==> src/rtl/gpu_pkg.sv <==
// Shared types and default widths for the VRAM arbitration slice.
package gpu_pkg;

  localparam int unsigned VRAM_ADDR_W = 14;
  localparam int unsigned VRAM_DATA_W = 64;

  typedef enum logic [1:0] {
    OWN_NONE = 2'd0,
    OWN_RND  = 2'd1,
    OWN_CPU  = 2'd2
  } owner_e;

  typedef enum logic {
    S_RENDER    = 1'b0,
    S_CPU_BURST = 1'b1
  } arb_state_e;

endpackage

==> src/rtl/vram_rdata_router.sv <==
// Two-stage read-return pipe: owner tag on grant, then registered data/valid steering.
module vram_rdata_router
  import gpu_pkg::*;
#(
  parameter int unsigned DATA_W = VRAM_DATA_W
) (
  input  logic              clk,
  input  logic              reset,
  input  owner_e            grant_owner,
  input  logic [DATA_W-1:0] i_mem_rdata,
  output logic              o_rnd_rvalid,
  output logic              o_cpu_rvalid,
  output logic [DATA_W-1:0] o_rdata
);

  owner_e owner_q;

  // Reset drops the in-flight tag so a late memory return never surfaces.
  always_ff @(posedge clk) begin
    if (reset) begin
      owner_q      <= OWN_NONE;
      o_rnd_rvalid <= 1'b0;
      o_cpu_rvalid <= 1'b0;
      o_rdata      <= '0;
    end else begin
      owner_q      <= grant_owner;
      o_rnd_rvalid <= (owner_q == OWN_RND);
      o_cpu_rvalid <= (owner_q == OWN_CPU);
      if (owner_q != OWN_NONE) o_rdata <= i_mem_rdata;
    end
  end

endmodule

==> src/rtl/vram_port_arbiter.sv <==
// Render/CPU arbiter for a single-port VRAM: render priority, CPU starvation relief, vblank and locked bursts.
module vram_port_arbiter
  import gpu_pkg::*;
#(
  parameter int unsigned ADDR_W       = VRAM_ADDR_W,
  parameter int unsigned DATA_W       = VRAM_DATA_W,
  parameter int unsigned STARVE_LIMIT = 8,
  parameter int unsigned BURST_MAX    = 4
) (
  input  logic              clk,
  input  logic              reset,
  input  logic              i_vblank,
  input  logic              i_rnd_req,
  input  logic [ADDR_W-1:0] i_rnd_addr,
  output logic              o_rnd_gnt,
  output logic              o_rnd_rvalid,
  input  logic              i_cpu_req,
  input  logic              i_cpu_we,
  input  logic [ADDR_W-1:0] i_cpu_addr,
  input  logic [DATA_W-1:0] i_cpu_wdata,
  input  logic              i_cpu_lock,
  output logic              o_cpu_gnt,
  output logic              o_cpu_rvalid,
  output logic [DATA_W-1:0] o_rdata,
  output logic              o_mem_en,
  output logic              o_mem_we,
  output logic [ADDR_W-1:0] o_mem_addr,
  output logic [DATA_W-1:0] o_mem_wdata,
  input  logic [DATA_W-1:0] i_mem_rdata
);

  localparam int unsigned STARVE_W = $clog2(STARVE_LIMIT + 1);
  localparam int unsigned BURST_W  = $clog2(BURST_MAX + 1);
  localparam logic [STARVE_W-1:0] STARVE_SAT = STARVE_W'(STARVE_LIMIT);
  localparam logic [BURST_W-1:0]  BURST_END  = BURST_W'(BURST_MAX);

  arb_state_e          state_q, state_d;
  logic [STARVE_W-1:0] starve_q, starve_d;
  logic [BURST_W-1:0]  burst_q, burst_d;
  logic                cpu_force;
  owner_e              grant_owner;

  always_ff @(posedge clk) begin
    if (reset) begin
      state_q  <= S_RENDER;
      starve_q <= '0;
      burst_q  <= '0;
    end else begin
      state_q  <= state_d;
      starve_q <= starve_d;
      burst_q  <= burst_d;
    end
  end

  always_comb begin
    state_d   = state_q;
    burst_d   = burst_q;
    starve_d  = '0;
    o_rnd_gnt = 1'b0;
    o_cpu_gnt = 1'b0;
    cpu_force = i_vblank | (starve_q == STARVE_SAT);

    unique case (state_q)
      S_RENDER: begin
        if (i_cpu_req && (cpu_force || !i_rnd_req)) begin
          o_cpu_gnt = 1'b1;
          // A one-deep burst limit would end on its first grant, so no burst state then.
          if (i_cpu_lock && (BURST_MAX > 1)) begin
            state_d = S_CPU_BURST;
            burst_d = BURST_W'(1);
          end
        end else if (i_rnd_req) begin
          o_rnd_gnt = 1'b1;
        end
      end
      S_CPU_BURST: begin
        if (i_cpu_req) begin
          o_cpu_gnt = 1'b1;
          burst_d   = burst_q + 1'b1;
          if (!i_cpu_lock || (burst_d == BURST_END)) begin
            state_d = S_RENDER;
            burst_d = '0;
          end
        end else begin
          state_d = S_RENDER;
          burst_d = '0;
        end
      end
      default: begin
        state_d = S_RENDER;
        burst_d = '0;
      end
    endcase

    if (reset) begin
      o_rnd_gnt = 1'b0;
      o_cpu_gnt = 1'b0;
    end

    if (i_cpu_req && !o_cpu_gnt)
      starve_d = (starve_q == STARVE_SAT) ? starve_q : starve_q + 1'b1;
  end

  always_comb begin
    o_mem_en    = o_rnd_gnt | o_cpu_gnt;
    o_mem_we    = o_cpu_gnt & i_cpu_we;
    o_mem_addr  = '0;
    o_mem_wdata = '0;
    grant_owner = OWN_NONE;
    if (o_cpu_gnt) begin
      o_mem_addr  = i_cpu_addr;
      o_mem_wdata = i_cpu_wdata;
      grant_owner = i_cpu_we ? OWN_NONE : OWN_CPU;
    end else if (o_rnd_gnt) begin
      o_mem_addr  = i_rnd_addr;
      grant_owner = OWN_RND;
    end
  end

  vram_rdata_router #(
    .DATA_W (DATA_W)
  ) u_rdata_router (
    .clk          (clk),
    .reset        (reset),
    .grant_owner  (grant_owner),
    .i_mem_rdata  (i_mem_rdata),
    .o_rnd_rvalid (o_rnd_rvalid),
    .o_cpu_rvalid (o_cpu_rvalid),
    .o_rdata      (o_rdata)
  );

endmodule

==> config.mk <==
export PLATFORM = sky130hd
export DESIGN_NAME = vram_port_arbiter
export DESIGN_NICKNAME = d
export VERILOG_FILES = /design/src/rtl/gpu_pkg.sv /design/src/rtl/vram_rdata_router.sv /design/src/rtl/vram_port_arbiter.sv
export SDC_FILE = /design/constraint.sdc
export NUM_CORES = 1
export LEC_CHECK = 0
export BUFFER_PORTS_ARGS = -buffer_cell sky130_fd_sc_hd__buf_2
export CAP_MARGIN = 20
export CORE_AREA = 2 2 121 123
export CTS_CLUSTER_DIAMETER = 40
export DETAILED_ROUTE_END_ITERATION = 10
export DIE_AREA = 0 0 123 125
export HOLD_SLACK_MARGIN = 0.15
export SYNTH_ARGS = -nofsm -noshare
export SYNTH_HDL_FRONTEND = slang
export SYNTH_HIERARCHICAL = 1
export SYNTH_SLANG_ARGS = --single-unit
==> constraint.sdc <==
create_clock -name clk -period 3.6 [get_ports clk]
set_input_delay 0.72 -clock clk [delete_from_list [all_inputs] [get_ports clk]]
set_output_delay 0.72 -clock clk [all_outputs]
set_load 0.1 [all_outputs]
==> results.cfg <==
[power_and_ir_drop]
p_switching_mw = 1.01
swShare_pct = 38.4
combPwrFrac_pct = 36.0
leakagePower_nw = 3.08
power_frac_clock_pct = 30.2
ir_drop_v = 0.000179
pwr-share-seq_pct = 33.8
p_per_area_mw_per_mm2 = 377
p_int_mw = 1.63

[clocking]
cts-buffers-inserted = 9
clockBufferDepth = 2
cts-hold-fix-buffers = 0
cts.sinks = 76
cts_tree = yes
worstSkewPairLatency_ns = 0.33
clkSlewWorstSetupHoldPaths_ns = 0.06
post-cts-setup-buffers = 0
h-tree-depth = 3
cts_root_buf = clkbuf_16
cts_resized = 0

[yosys]
syn_area_per_cell_um2 = 8.83
synth_edf_count = 0
yosys.area_share.simple_pct = 29.2
synth.net_count = 609
ys_ff_latch = 76
synth_area_mm2 = 0.00390
synth_compound_area_share_pct = 23.1
synth_top_family_by_area = simple AND/OR/NAND/NOR gates
synth_top_area_share_pct = 39.0
synth.area.top_cells = dfxtp_1 (39%), or3b_1 (14%), and2_1 (10%), a21oi_1 (8.7%), o21ai_0 (8.2%)
synthArstFlopShare_pct = 0
synth_top_area_cell = dfxtp_1
synth_common_cells = dfxtp_1 (76), a21oi_1 (68), and2_1 (65)
ys_seq_area_share_pct = 39.0
yosys.cell_types.count = 35
yosysMostFrequentCell = dfxtp_1
synth_ff_type = dfxtp_1
synth_adder_area_share_pct = 1.28
synth_mux_area_share_pct = 0
ys.warnings.count = 6
syn_inst = 442
synth_xor_area_share_pct = 0.674

[floorplanning]
dieWidth_um = 123
ioPinCount = 311
initial_core_util_pct = 27.5
core_area_mm2 = 0.0142
die_area_mm2 = 0.0154
rows = 44
die_h_um = 125

[grt]
grt_pass1_wl_mm = 20.7
grt_max_degree = 86
grt_overflow_total = 0
grtUsageTotal_pct = 17.5
antenna_found_initial = 1
grt_pass1_vias = 3849

[min_path]
hold_depth = 2
hold_path.class = reg2reg
hold_path.startpoint = burst_q[0]$_SDFFE_PP0P_
hold_end = burst_q[0]$_SDFFE_PP0P_

[setup_path]
rrSetupSlack_ns = 1.88
end_kind = primary output
crit_required_ns = 2.88
arrival_ns = 2.15
rr_endpoint = u_rdata_router/owner_q[1]$_SDFF_PP0_
cp_max_fo = 15
crit_type = reg2out
start_kind = register
reg2reg_depth = 7
reg2reg_from = starve_q[0]$_SDFFE_PP0N_

[sta]
rsz0062_at_grt = false
hold_viol = 0
worst_pin_slew_ns = 0.792
slew_headroom_pct = 47.2
timing.final.crit_share_pct = 79.7
slew_viol_final = 0
max_freq_mhz = 348
fin_skew_ns = 0.00450
hold_ws_ns = 0.499
setup_viol = 0
fin_crit_ns = 2.87
fin_setup_tns_ns = 0

[status]
status = finished, final reports clean

[placed_design]
place_inst = 895
routabilityCongestion = 0.789
port_buffers = 310
hpwl_mm = 10.9

[routing]
drt-total-wl_mm = 14.0
drt_iter0_drc = 165
drt_first_pass_iters = 4
drtAntennaViolNets = 0
drc = 0
vias = 4140
avgViaCountPerCell = 4.55
wl_per_cell_um = 15.4

[layout]
fin_util_pct = 49.3
drive_above_1_share_pct = 47.8
final_cells = 910
antennaDiodeCount = 0
area_delta_synth_final_pct = 79.3
final_net_count = 889

[flow_run]
drv_cap = 0
==> registers in the layout, summed over array words and instances (netlist names) <==
signal,count
starve_q,4
u_rdata_router/o_cpu_rvalid,1
state_q,1
burst_q,3
u_rdata_router/owner_q,2
u_rdata_router/o_rdata,64
u_rdata_router/o_rnd_rvalid,1
==> per-stage QoR <==
step	setup slack, ns	cell area, µm²	power, mW
5_1_grt	0.607	7000	2.75
6_report	0.729	7000	2.64
2_1_floorplan	0.205	3900	1.54
4_1_cts	0.687	7000	2.67
3_5_place_dp	0.787	6740	1.87
3_3_place_gp	0.808	6740	1.87
==> layout by cell type, fill, tap and decap left out, types with 3 or more instances in the layout <==
master,n
dfxtp_1,74
and2_1,65
xor2_1,3
nand2b_1,3
clkinv_2,3
nand2_1,3
ha_1,4
inv_1,6
buf_12,84
buf_2,229
a21oi_1,68
clkbuf_16,9
a22o_2,9
or3b_1,64
nor2b_1,3
a22o_1,5
o21ai_0,64
==> layout make-up <==
type / instances / area, µm²
clock buffers: 10 / 229
clock inverters: 5 / 30.0
fillers: 1335 / 7210
inverters: 6 / 22.5
multi-input cells: 314 / 2120
flip-flops and latches: 76 / 1520
well taps: 184 / 230
repair buffers: 315 / 2840
==> layer usage <==
layer	share of wire, %	GRT usage, %
met1	36	17.6
met2	52	31.9
met3	11	7.57
met4	2.2	5.88
met5	0.093	0
==> logic make-up after synthesis <==
kind of cell	after synthesis
fa+ha+maj	4
compound gates	155
buf+inv	52
xor+xnor	3
flops	76
simple gates	152
==> worst max path at each step <==
stage                     slack (ns)                      from               to  cells past startpoint
after global routing            0.61  starve_q[0]$_SDFFE_PP0N_  o_mem_wdata[34]                      7
after global placement          0.81                 i_cpu_req    o_mem_addr[2]                      6
after CTS                       0.69  starve_q[0]$_SDFFE_PP0N_    o_mem_addr[2]                      7
final                           0.73  starve_q[0]$_SDFFE_PP0N_    o_mem_addr[1]                      7
after detailed placement        0.79                 i_cpu_req    o_mem_addr[2]                      6
after floorplan                 0.20                     reset  o_mem_wdata[47]                      5
==> worst max-delay path: stages (launching register included) <==
cell and delay, ns:
dfxtp_1 0.35, inv_1 0.07, ha_1 0.21, and4b_4 0.21, a2111oi_4 0.30, buf_4 0.28, a22o_1 0.21, buf_12 0.18
==> power by group through the flow <==
stage	Clock (mW)	Sequential, mW	Combinational, mW
finish	0.796	0.893	0.950
global route	0.864	0.898	0.987
CTS	0.824	0.893	0.958
detailed placement	0	0.911	0.957
global placement	0	0.911	0.955
floorplan	0	1.11	0.432
No activity file was read; power rests on OpenSTA's default activity.
